$ cat config.mk
export PLATFORM = sky130hd
export DESIGN_NAME = srl_ra_loader
export DESIGN_NICKNAME = d
export VERILOG_FILES = /design/src/rtl/srl_ra_loader.sv
export SDC_FILE = /design/constraint.sdc
export NUM_CORES = 1
export LEC_CHECK = 0
export BUFFER_PORTS_ARGS = -buffer_cell sky130_fd_sc_hd__buf_2
export CELL_PAD_IN_SITES_DETAIL_PLACEMENT = 0
export CELL_PAD_IN_SITES_GLOBAL_PLACEMENT = 1
export CORE_UTILIZATION = 45
export CTS_CLUSTER_SIZE = 12
export DETAILED_ROUTE_END_ITERATION = 16
export PLACE_DENSITY_LB_ADDON = 0.1
export SYNTH_ARGS = -nofsm -noshare
export SYNTH_HDL_FRONTEND = slang
export SYNTH_SLANG_ARGS = --single-unit
$ cat constraint.sdc
create_clock -name clk -period 5.11 [get_ports clk]
set_input_delay 0 -clock clk [delete_from_list [all_inputs] [get_ports clk]]
set_output_delay 0 -clock clk [all_outputs]
set_load 0.02 [all_outputs]
$ cat src/rtl/srl_ra_loader.sv
// rtl/srl_ra_loader.sv - assembles a chunked stream into words and shifts them into an SRL table
module srl_ra_loader #(
    parameter int WIDTH    = 32,
    parameter int IN_WIDTH = 8,
    parameter int DEEP     = 32,
    localparam int CHUNKS   = WIDTH / IN_WIDTH,
    localparam int CNT_BITS = $clog2(DEEP + 1)
) (
    input  logic                clk,
    input  logic                rst,
    input  logic                start_i,
    input  logic [IN_WIDTH-1:0] s_tdata,
    input  logic                s_tvalid,
    output logic                s_tready,
    input  logic                s_tlast,
    output logic                srl_we_o,
    output logic [WIDTH-1:0]    srl_data_o,
    output logic                busy_o,
    output logic                tbl_valid_o,
    output logic                load_err_o,
    output logic [CNT_BITS-1:0] word_cnt_o
);
    localparam int IDX_BITS = (CHUNKS > 1) ? $clog2(CHUNKS) : 1;

    typedef enum logic [1:0] {
        IDLE  = 2'd0,
        LOAD  = 2'd1,
        FLUSH = 2'd2
    } state_t;

    state_t              state_q, state_d;
    logic [IDX_BITS-1:0] idx_q, idx_d;
    logic [WIDTH-1:0]    asm_q, asm_d;
    logic [WIDTH-1:0]    data_q, data_d;
    logic                we_q, we_d;
    logic [CNT_BITS-1:0] cnt_q, cnt_d;
    logic                valid_q, valid_d;
    logic                err_q, err_d;
    // s_tlast seen on the very last chunk; resolved into valid/err when FLUSH exits
    logic                ok_q, ok_d;

    logic [WIDTH-1:0]    asm_word;
    logic                last_chunk;
    logic                last_word;

    always_comb begin
        asm_word = asm_q;
        asm_word[int'(idx_q) * IN_WIDTH +: IN_WIDTH] = s_tdata;
        last_chunk = (idx_q == IDX_BITS'(CHUNKS - 1));
        last_word  = (cnt_q == CNT_BITS'(DEEP - 1));

        state_d = state_q;
        idx_d   = idx_q;
        asm_d   = asm_q;
        data_d  = data_q;
        we_d    = 1'b0;
        cnt_d   = cnt_q;
        valid_d = valid_q;
        err_d   = err_q;
        ok_d    = ok_q;

        case (state_q)
            IDLE: begin
                if (start_i) begin
                    state_d = LOAD;
                    idx_d   = '0;
                    cnt_d   = '0;
                    valid_d = 1'b0;
                    err_d   = 1'b0;
                    ok_d    = 1'b0;
                end
            end
            LOAD: begin
                if (s_tvalid) begin
                    asm_d = asm_word;
                    if (last_chunk) begin
                        we_d   = 1'b1;
                        data_d = asm_word;
                        cnt_d  = cnt_q + 1'b1;
                        idx_d  = '0;
                    end else begin
                        idx_d = idx_q + 1'b1;
                    end
                    if (last_chunk && last_word) begin
                        state_d = FLUSH;
                        ok_d    = s_tlast;
                    end else if (s_tlast) begin
                        // early end: any word this chunk completed is still written above
                        err_d   = 1'b1;
                        state_d = IDLE;
                    end
                end
            end
            FLUSH: begin
                state_d = IDLE;
                valid_d = ok_q;
                err_d   = ~ok_q;
            end
            default: state_d = IDLE;
        endcase
    end

    always_ff @(posedge clk) begin
        if (rst) begin
            state_q <= IDLE;
            idx_q   <= '0;
            asm_q   <= '0;
            data_q  <= '0;
            we_q    <= 1'b0;
            cnt_q   <= '0;
            valid_q <= 1'b0;
            err_q   <= 1'b0;
            ok_q    <= 1'b0;
        end else begin
            state_q <= state_d;
            idx_q   <= idx_d;
            asm_q   <= asm_d;
            data_q  <= data_d;
            we_q    <= we_d;
            cnt_q   <= cnt_d;
            valid_q <= valid_d;
            err_q   <= err_d;
            ok_q    <= ok_d;
        end
    end

    assign s_tready    = (state_q == LOAD);
    assign busy_o      = (state_q != IDLE);
    assign srl_we_o    = we_q;
    assign srl_data_o  = data_q;
    assign tbl_valid_o = valid_q;
    assign load_err_o  = err_q;
    assign word_cnt_o  = cnt_q;
endmodule

# --- After elaboration in Yosys (flattened, before gate mapping) ---
# Index checks and enable logic that the tools add are counted.
totals:
  ff_bits: 78
  in_bits: 13
  output_inout_bits: 43
  word_cells: 67
op_classes:
  add_sub_neg: 3
  n_eq_ne: 11
  shift: 2
  mux: 24
  n_bitwise: 3
  reduce_logical: 15
op_table:
  columns: ["cell", "count"]
  rows:
  - ["$neg A5 Y33", 1]
  - ["$shift A8 B33 Y32 const A", 1]
  - ["$shiftx A8 B33 Y32", 1]
  - ["$bwmux W32", 1]
  - ["$mux W6", 3]
  - ["$mux W2", 7]
  - ["$pmux W6 S2", 1]
  - ["$reduce_and A3 Y1", 3]
  - ["$pmux W2 S2", 2]
  - ["$reduce_and A4 Y1", 2]
  - ["$mux W1", 7]
  - ["$add A6 B1 Y6 const B", 1]
  - ["$eq A6 B5 Y1 const B", 1]
  - ["$ne A2 B1 Y1 const B", 3]
  - ["$ne A2 B2 Y1 const B", 3]
  - ["$reduce_bool A2 Y1", 3]
  - ["$reduce_and A5 Y1", 1]
  - ["$eq A2 B2 Y1 const B", 2]
  - ["$pmux W1 S2", 2]
  - ["$reduce_and A2 Y1", 2]
  - ["$ne A3 B1 Y1 const B", 1]
  - ["$not A1 Y1", 3]
  - ["$pmux W1 S3", 1]
  - ["$reduce_bool A3 Y1", 1]
  - ["other kinds (5)", 5]

# --- Logic depth before layout (Yosys ltp) ---
# Gate-level depths: netlist of the first run.
depth:
  ltp_word: 5
  mapped_depth: 8
  depth_no_buf: 6

# --- Worst setup path after synthesis of the first run ---
# OpenSTA, ideal clock, no wires.
synth_timing:
  kind: "flip-flop to flip-flop"
  startpoint: "reg idx_q[0]"
  endpoint: "reg asm_q[0]"
  setup_ps: 65
  arrival_time_ps: 1796
  required_ps: 5045
  setup_slack_ps: 3248
  path_stages_with_launch: 8
  path_buffers: 1
  period_less_slack_ps: 1862
  cell_sequence: "dfxtp_1 > inv_1 > ha_1 > nand4bb_1 > buf_2 > nor2_2 > a22oi_1 > nor2_1"
synth_via:
  elab_chain_len: 3
  elab_cells_between_ends: 4
  classes_between: "1 x add/sub; 2 x shift; 1 x mux"
synth_lines:
  columns: ["item", "line", "text"]
  rows:
  - ["start: declaration", "32", "logic [IDX_BITS-1:0] idx_q, idx_d;"]
  - ["start signal: assignment", "116", "idx_q <= idx_d;"]
  - ["$neg A5 Y33 *", "48", "asm_word[int'(idx_q) * IN_WIDTH +: IN_WIDTH] = s_tdata;"]
  - ["$shiftx A8 B33 Y32 or $shift A8 B33 Y32 (tied branches)", "48", null]
  - ["$bwmux W32 *", "48", null]
  - ["end signal: assignment", "117", "asm_q <= asm_d;"]
  - ["end: declaration", "33", "logic [WIDTH-1:0] asm_q, asm_d;"]
# Every way passes the cells marked *; elsewhere a longest branch is shown, timed or not.
# A chain may end at the register's enable or synchronous reset.

# --- Worst setup path in the final report of the first run ---
layout_timing:
  startpoint: "reg state_q[1]"
  endpoint: "reg data_q[11] (netlist: srl_data_o[11])"
layout_via:
  elab_chain_len: 2
layout_lines:
  columns: ["item", "line", "text"]
  rows:
  - ["start: declaration", "31", "state_t state_q, state_d;"]
  - ["start signal: assignment", "115", "state_q <= state_d;"]
  - ["$eq A2 B1 Y1", "62", "case (state_q)"]
  - ["$reduce_and A3 Y1 (no line)", null, null]
  - ["end signal: assignment", "118", "data_q <= data_d;"]
  - ["end: declaration", "34", "logic [WIDTH-1:0] data_q, data_d;"]
# No other way between the ends.

==> results of run 1 <==
state kept, by name, summed over array words and instances, names as in the netlist:
| signal | cells |
|---|---|
| asm_q | 32 |
| idx_q | 2 |
| load_err_o | 1 |
| ok_q | 1 |
| srl_data_o | 32 |
| srl_we_o | 1 |
| state_q | 2 |
| tbl_valid_o | 1 |
| word_cnt_o | 6 |
cell usage after synthesis, types with 2 or more instances:
cell and instances:
a21oi_1 20, a22oi_1 17, buf_2 7, buf_6 2
clkbuf_1 11, clkbuf_2 2, dfxtp_1 78, ha_1 12
inv_1 47, mux2i_1 4, nand2_1 36, nand2b_1 5
nand3_1 5, nand4b_1 2, nand4bb_1 3, nor2_1 58
nor2_2 2, nor2b_1 2, nor3_1 3, o21ai_0 34
o21ai_1 2, o221ai_1 32, xnor2_1 4
through the flow:
step	hold slack [ns]	utilization
finish	0.0481	0.552
global route	0.0651	0.552
CTS	0.0418	0.552
detailed placement	0.317	0.510
global placement	0.318	0.510
floorplan	0.140	-
layout make-up:
type / count / share of cell area
well taps: 99 / 0.0305
repair buffers: 65 / 0.0917
clock inverters: 7 / 0.0237
clock buffers: 9 / 0.0305
flip-flops and latches: 78 / 0.384
inverters: 47 / 0.0434
multi-input cells: 260 / 0.396
metal layers:
| metal | up-vias | wire [µm] | global-route usage |
|---|---|---|---|
| met5 | - | 0 | 0 |
| met4 | 0 | 176 | 0.0929 |
| met3 | 10 | 364 | 0.0457 |
| met2 | 81 | 4290 | 0.374 |
| met1 | 1452 | 4270 | 0.315 |
| li1 | 1513 | - | - |
worst max-delay path by stage:
stage          startpoint             end  slack [ns]
6_report       state_q[1]  srl_data_o[11]        2.44
5_1_grt        state_q[1]   srl_data_o[4]        2.21
4_1_cts        state_q[1]  srl_data_o[10]        2.42
3_5_place_dp   state_q[1]  srl_data_o[11]        2.43
3_3_place_gp   state_q[1]  srl_data_o[11]        2.47
2_1_floorplan    idx_q[0]        asm_q[0]        3.25
worst reg2reg max path: stages, from the launching register on:
cell	delay [ns]
dfxtp_1	0.34
inv_1	0.10
ha_1	0.52
and3_2	0.98
o221ai_1	0.37
o21ai_0	0.16
nor2_1	0.06
kinds of logic (layout without fill, tap and decap cells):
kind of cell               after synthesis  in the layout  synth area share
AOI/OAI and AO/OA                      113            113             0.218
xor gates and xnor gates                 4              4            0.0101
adders and majority gates               12             12            0.0433
buffers and inverters                   71            128            0.0855
DFF                                     78             78             0.450
muxes                                    4              4            0.0115
and+or+nand+nor                        127            127             0.182
where the power goes:
part           internal, W  switching [W]  total (W)  leakage, nW
combinational    0.0000730       0.000158   0.000231        0.803
clock             0.000277       0.000241   0.000518        0.114
sequential        0.000621      0.0000128   0.000634        0.629
what timing repair did:
item | CTS | global route
setup endpoints to repair | 0 | 0
hold buffers | 9 | 0
endpoints found under the hold margin | 19 | 0
resized for setup | 0 | 0
setup buffers | 0 | 0
==> flow_summary.yaml, run 1 <==
outcome:
  status: "completed"
floorplan:
  core-area_mm2: 0.00737
  dieHeight_um: 89.8
  rows: 31
  initial_utilization: 0.471
  die-width_um: 89.8
  die_area_mm2: 0.00806
  boundaryPins: 56
cts:
  clkSinkCount: 78
  clkTransAtPathRegs_ns: 0.09
  cts_tree: "yes"
  cts.path.max_buffers: 2
  cts_buffers: 9
  cts-htree-levels: 3
  cts-root-buf: "clkbuf_8"
  clk_latency_ns: 0.35
finish:
  seq_area_mm2: 0.00156
  layout_commonest_cell: "dfxtp_1"
  drive_gt1_frac: 0.178
  diodes: 0
  finalInstanceArea_mm2: 0.00407
  instances_no_fill: 565
  n_fill_cell: 738
  multi_input_area_mm2: 0.00161
  final_cell_mix: "78 x dfxtp_1, 58 x nor2_1, 55 x buf_2, 47 x inv_1, 36 x nand2_1"
  syn_to_final_growth_pct: 17.2
  fin_nets: 486
pwr:
  vdd.ir_drop.worst_uv: 209
  leakage_nw: 1.55
  power_w: 0.00138
  power.density_mw_per_mm2: 340
critical_path:
  critical_path.slowest_cell: "and3_2"
  path_class: "reg2reg"
  rrSetupSlack_ns: 2.44
  crit_chain: "inv_1, ha_1, and3_2, o221ai_1, o21ai_0, nor2_1"
  worstReg2RegEnd: "srl_data_o[11]"
  reg2reg_depth: 6
  timing.rr.start: "state_q[1]"
  startpoint_type: "flop"
  cp.buffers_inverters: 1
  crit_path_max_incr_delay_ns: 0.98
  cp.depth: 6
  cp_top_family: "simple AND/OR/NAND/NOR gates"
  critPathMaxFanout: 65
  worstPathArrival_ns: 2.89
  worst_ep_required_time_ns: 5.33
  crit_path_end_kind: "flop"
routing:
  dr.pass1.iters: 4
  vias_per_cell: 5.41
  drt_wl_total_um: 9100
  wl_per_cell_um: 16.1
  route.vias.total: 3056
  drtIter0Drc: 154
  drc: 0
  antenna_left: 0
min_path:
  hp-start: "start_i"
  hold-path-cell-count: 3
  min_to: "word_cnt_o[4]"
  holdCritPathClass: "in2reg"
global_route:
  grt_max_degree: 79
  grt_overflow: 0
  antenna_found_initial: 0
  track_usage: 0.236
  grt_pass1_wl_um: 15000
  grt_pass1_vias: 2859
place:
  place.port_buffers: 55
  dpl_cell_area_mm2: 0.00376
  place_congestion: 0.744
  place_ws_ns: 2.43
  dp_cells: 540
  dp_hpwl_um: 5860
logic_synthesis:
  yosysTopAreaCell: "dfxtp_1"
  ys.flop_type: "dfxtp_1"
  synthesis.nets: 434
  seq_area_frac_synth: 0.450
  synth.avg_cell_area_um2: 8.48
  synth-edff-count: 0
  synthArstFlopShare: 0
  ys_ff_latch: 78
  yosysUniqueCellTypes: 44
  ys_top_cells_by_area: "dfxtp_1 45%, o221ai_1 8.1%, nor2_1 6.3%, inv_1 5.1%, o21ai_0 4.9%"
  yosysTopAreaCellShare: 0.450
  synthesis.area_mm2: 0.00347
  netlist_instances: 409
  yosysWarnings: 0
sta:
  slew_headroom: 0.311
  final-setup-viol-count: 0
  worst_pin_slew_ns: 1.03
  clock.fmax_mhz: 375
  skew_ns: 0.00969
  setup_slack_ns: 2.44
  tns_ns: 0
  fin_crit_sh: 0.522
  slew_violations: 0
  grt_setup_unrepaired: "false"
  finalHoldViolations: 0
  fin_crit_ns: 2.67
job:
  cap_violations: 0
Note: power is estimated with default switching activity, not from simulation.
==> inputs of run 2 (changes only) <==
Settings changed: CORE_UTILIZATION 45 to 42.
Clock period 5.11 ns to 2.8 ns, I/O delays scaled along.
==> run 2 against run 1 <==
- wire length rose by 3.2%
- setup slack worse by 2.1 ns
- via count grew 0.65%
- clock skew fell by 0.0015 ns
- critical path type unchanged
- sequential power up 83%
- largest cell class unchanged
- die area rose by 7.0%
- cell area grew 1.1%
- clock power grew 84%
- global-route usage up 0.36 points
- critical path depth is the same
- highest routed layer unchanged
- critical endpoint is now asm_q[5]
==> flow_summary.yaml, run 2 (synthesis gave the netlist of run 1 again) <==
outcome:
  status: "completed"
critical_path:
  path_class: "reg2reg"
  worst_ep_required_time_ns: 3.09
  critPathMaxFanout: 10
  startpoint_type: "flop"
  cp.buffers_inverters: 1
  crit_path_max_incr_delay_ns: 0.51
  critical_path.slowest_cell: "dfxtp_1"
  crit_path_end_kind: "flop"
  worstPathArrival_ns: 2.75
  cp_top_family: "simple AND/OR/NAND/NOR gates"
  crit_chain: "inv_1, ha_1, nand4bb_1, nor2_2, a22oi_1, nor2_1"
place:
  place_ws_ns: 0.427
  place_congestion: 0.834
  place.port_buffers: 55
  dpl_cell_area_mm2: 0.00380
  dp_hpwl_um: 6200
sta:
  clock.fmax_mhz: 406
  slew_violations: 0
  grt_setup_unrepaired: "false"
  skew_ns: 0.00815
  final-setup-viol-count: 0
  worst_pin_slew_ns: 0.951
  fin_crit_ns: 2.47
  slew_headroom: 0.366
  tns_ns: 0
  hold_ws_ns: 0.0337
  finalHoldViolations: 0
  fin_crit_sh: 0.881
  setup_slack_ns: 0.334
finish:
  layout_commonest_cell: "dfxtp_1"
  diodes: 0
  fin_nets: 490
  final_cell_mix: "78 x dfxtp_1, 58 x nor2_1, 55 x buf_2, 47 x inv_1, 36 x nand2_1"
  syn_to_final_growth_pct: 18.5
  drive_gt1_frac: 0.183
  finalInstanceArea_mm2: 0.00411
pwr:
  leakage_nw: 1.56
  power.density_mw_per_mm2: 615
  vdd.ir_drop.worst_uv: 282
routing:
  vias_per_cell: 5.39
  antenna_left: 0
  drt_wl_total_um: 9400
  drc: 0
  drtIter0Drc: 135
  route.vias.total: 3076
  wl_per_cell_um: 16.5
  dr.pass1.iters: 5
global_route:
  grt_max_degree: 54
  grt_pass1_wl_um: 15700
  antenna_found_initial: 0
  grt_pass1_vias: 3004
  grt_overflow: 0
  track_usage: 0.239
cts:
  cts.path.max_buffers: 2
  clk_latency_ns: 0.36
  postCtsSetupRepairBufs: 0
  cts_buffers: 9
  cts_tree: "yes"
  cts-resized-gates: 0
  cts-htree-levels: 3
  clkSinkCount: 78
  cts-root-buf: "clkbuf_8"
  clkTransAtPathRegs_ns: 0.08
floorplan:
  dieHeight_um: 92.9
  die_area_mm2: 0.00863
  die-width_um: 92.9
  rows: 32
  core-area_mm2: 0.00785
  boundaryPins: 56
  initial_utilization: 0.442
job:
  cap_violations: 0
min_path:
  holdCritPathClass: "in2reg"
run 2: cell count changes in the layout (fill, tap and decap cells not counted):
cell	before	now
buf_4	1	4
clkinv_4	2	0
buf_12	0	1
clkbuf_8	9	10
clkinv_2	2	1
clkinvlp_4	0	1
run 2: layout make-up:
cell class / count / area (µm²)
Clock inverter: 5 / 81.3
Timing Repair Buffer: 69 / 415
Fill cell: 813 / 3740
Tap cell: 102 / 128
Sequential cell: 78 / 1560
Multi-Input combinational cell: 260 / 1610
Inverter: 47 / 176
Clock buffer: 10 / 138
run 2: timing repair:
item                                   in CTS  in global routing
endpoints found under the hold margin      17                  0
hold buffers                                9                  0
setup endpoints to repair                   0                  0
run 2: where the power goes:
group	internal, W	switching, W	leakage, nW
clock	0.000523	0.000428	0.109
sequential	0.00113	0.0000242	0.629
combinational	0.000137	0.000282	0.826
total	0.00179	0.000734	1.56
run 2: routing by layer:
metal | share of wire | track usage
met3 | 0.043 | 0.0378
met2 | 0.47 | 0.395
met5 | 0 | 0
met1 | 0.47 | 0.307
met4 | 0.022 | 0.106
run 2: worst reg2reg max path: stages, from the launching register on:
cell and delay [ns]:
dfxtp_1 0.51, inv_1 0.23, ha_1 0.45, nand4bb_1 0.51
nor2_2 0.43, a22oi_1 0.15, nor2_1 0.12
run 2: stage by stage:
stage | power [W] | util | instances
2_1_floorplan | 0.00149 | - | 409
3_3_place_gp | 0.00158 | 0.485 | 547
3_5_place_dp | 0.00159 | 0.485 | 547
4_1_cts | 0.00254 | 0.524 | 571
5_1_grt | 0.00264 | 0.524 | 571
6_report | 0.00253 | 0.524 | 571
run 2: path summary, 6_finish.rpt:
kind                                start            end  slack, ns  cells after the start
worst max-delay path             idx_q[0]       asm_q[5]       0.33                      6
worst min-delay path              start_i  word_cnt_o[3]       0.03                      3
worst max register to register   idx_q[0]       asm_q[5]       0.33                      6
worst min register to register  asm_q[27]      asm_q[27]       0.46                      2
==> inputs of run 3 (changes only) <==
Settings changed: BUFFER_PORTS_ARGS -buffer_cell sky130_fd_sc_hd__buf_2 to default, CORE_UTILIZATION 42 to 47, DONT_BUFFER_PORTS from default to 1.
==> run 3 against run 2 <==
- the flow now finishes with violations (negative hold slack)
- critical endpoint is now asm_q[30]
- largest power group unchanged
- setup slack lost 0.13 ns
- via count fell by 5.7%
- sequential power about the same
- cell count shrank 9.8%
- critical path depth is the same
==> flow_summary.yaml, run 3 (synthesis gave the netlist of run 1 again) <==
critical_path:
  worstPathArrival_ns: 2.89
  crit_chain: "ha_1, nand3_2, nor4_4, nand2_1, a21oi_1, dlygate4sd3_1"
  crit_path_end_kind: "flop"
  path_class: "reg2reg"
  critical_path.slowest_cell: "dlygate4sd3_1"
  crit_path_max_incr_delay_ns: 0.55
  startpoint_type: "flop"
  worst_ep_required_time_ns: 3.10
  critPathMaxFanout: 10
cts:
  cts-root-buf: "clkbuf_8"
  cts_tree: "yes"
  clk_latency_ns: 0.35
  postCtsSetupRepairBufs: 0
  clkTransAtPathRegs_ns: 0.09
  clkSinkCount: 78
  cts.path.max_buffers: 2
  cts-htree-levels: 3
  cts_buffers: 9
routing:
  drtIter0Drc: 208
  drt_wl_total_um: 9250
  vias_per_cell: 5.63
  antenna_left: 0
  drc: 0
  route.vias.total: 2902
  wl_per_cell_um: 18.0
  dr.pass1.iters: 4
sta:
  finalHoldViolations: 6
  final-setup-viol-count: 0
  fin_crit_sh: 0.926
  worst_pin_slew_ns: 0.610
  fin_crit_ns: 2.59
  grt_setup_unrepaired: "false"
  skew_ns: 0.0103
  slew_violations: 0
  clock.fmax_mhz: 386
  hold_ws_ns: -0.00368
  tns_ns: 0
  slew_headroom: 0.593
finish:
  n_fill_cell: 681
  final_cell_mix: "78 x dfxtp_1, 58 x nor2_1, 47 x inv_1, 36 x nand2_1, 34 x o21ai_0"
  layout_commonest_cell: "dfxtp_1"
  finalInstanceArea_mm2: 0.00384
  multi_input_area_mm2: 0.00161
  fin_nets: 439
  drive_gt1_frac: 0.0788
  seq_area_mm2: 0.00156
  syn_to_final_growth_pct: 10.6
  diodes: 0
outcome:
  status: "finished with violations"
  violations: "negative hold slack"
floorplan:
  dieHeight_um: 87.9
  die-width_um: 87.9
  initial_utilization: 0.500
  rows: 30
  boundaryPins: 56
  die_area_mm2: 0.00773
  core-area_mm2: 0.00694
global_route:
  grt_pass1_wl_um: 14900
  top_usage_layer: "met2"
  grt_pass1_vias: 2777
  met1_usage: 0.356
  grt_overflow: 0
  gr-usage-met2: 0.385
  grt.met3_usage: 0.0622
  antenna_found_initial: 0
  grt_max_degree: 79
  track_usage: 0.256
pwr:
  power_w: 0.00235
  power.density_mw_per_mm2: 614
  p_sw_w: 0.000743
  p_int_w: 0.00161
  switching_share: 0.316
  pwr-share-seq: 0.495
  p_clk_frac: 0.337
  p_comb_frac: 0.169
  leakage_nw: 1.28
  vdd.ir_drop.worst_uv: 318
place:
  dp_hpwl_um: 5860
  place.port_buffers: 0
  dpl_cell_area_mm2: 0.00351
  place_congestion: 0.800
min_path:
  holdCritPathClass: "in2reg"
job:
  cap_violations: 0
run 3: cell count changes in the layout (fill, tap and decap cells not counted):
cell,delta
buf_12,-1
buf_16,+1
buf_2,-55
buf_4,+1
bufinv_16,-2
clkinvlp_4,+2
dlygate4sd3_1,+3
inv_6,+1
run 3: what timing repair did:
item                      in CTS  in global routing
resized for setup              0                  0
hold buffers                  13                  0
hold endpoints to repair      78                  0
run 3: power by group through the flow:
| stage | combinational (W) | sequential, W | clock [W] |
|---|---|---|---|
| after floorplan | 0.000307 | 0.00118 | 0 |
| after global placement | 0.000343 | 0.00119 | 0 |
| after detailed placement | 0.000347 | 0.00119 | 0 |
| after CTS | 0.000392 | 0.00116 | 0.000806 |
| after global routing | 0.000430 | 0.00117 | 0.000848 |
| final | 0.000397 | 0.00116 | 0.000793 |
run 3: area by class of cell:
cell class | instances | area share
multi-input combinational | 260 | 0.420
sequential | 78 | 0.407
timing repair buffer | 18 | 0.0483
inverter | 47 | 0.0460
clock buffer | 10 | 0.0359
tap | 96 | 0.0313
clock inverter | 6 | 0.0117
run 3: final timing paths:
kind             start              to  slack, ns  cells past startpoint
max           idx_q[0]       asm_q[30]       0.21                      6
min                rst  srl_data_o[28]     -0.004                      2
max reg2reg   idx_q[0]       asm_q[30]       0.21                      6
min reg2reg  asm_q[27]       asm_q[27]       0.45                      2
run 3: per-stage QoR:
step | hold slack, ns | util | cells | setup slack [ns]
after floorplan | 0.140 | - | 409 | 0.938
after global placement | 0.0788 | 0.505 | 486 | 0.478
after detailed placement | 0.0786 | 0.505 | 486 | 0.400
after CTS | 0.00519 | 0.553 | 515 | 0.212
after global routing | 0.0139 | 0.553 | 515 | 0.0244
final | -0.00368 | 0.553 | 515 | 0.208
run 3: worst max-delay path, delay by kind of cell (launching register included):
kind	cells	cell delay (ns)
AOI/OAI and AO/OA	1	0.14
adders and majority gates	1	0.48
buffers and inverters	1	0.55
DFF	1	0.51
and+or+nand+nor	3	0.86
run 3: layer usage:
metal	vias to the layer above	routed length, µm
li1	1421	-
met1	1378	4370
met2	90	4130
met3	13	583
met4	0	167
met5	-	0
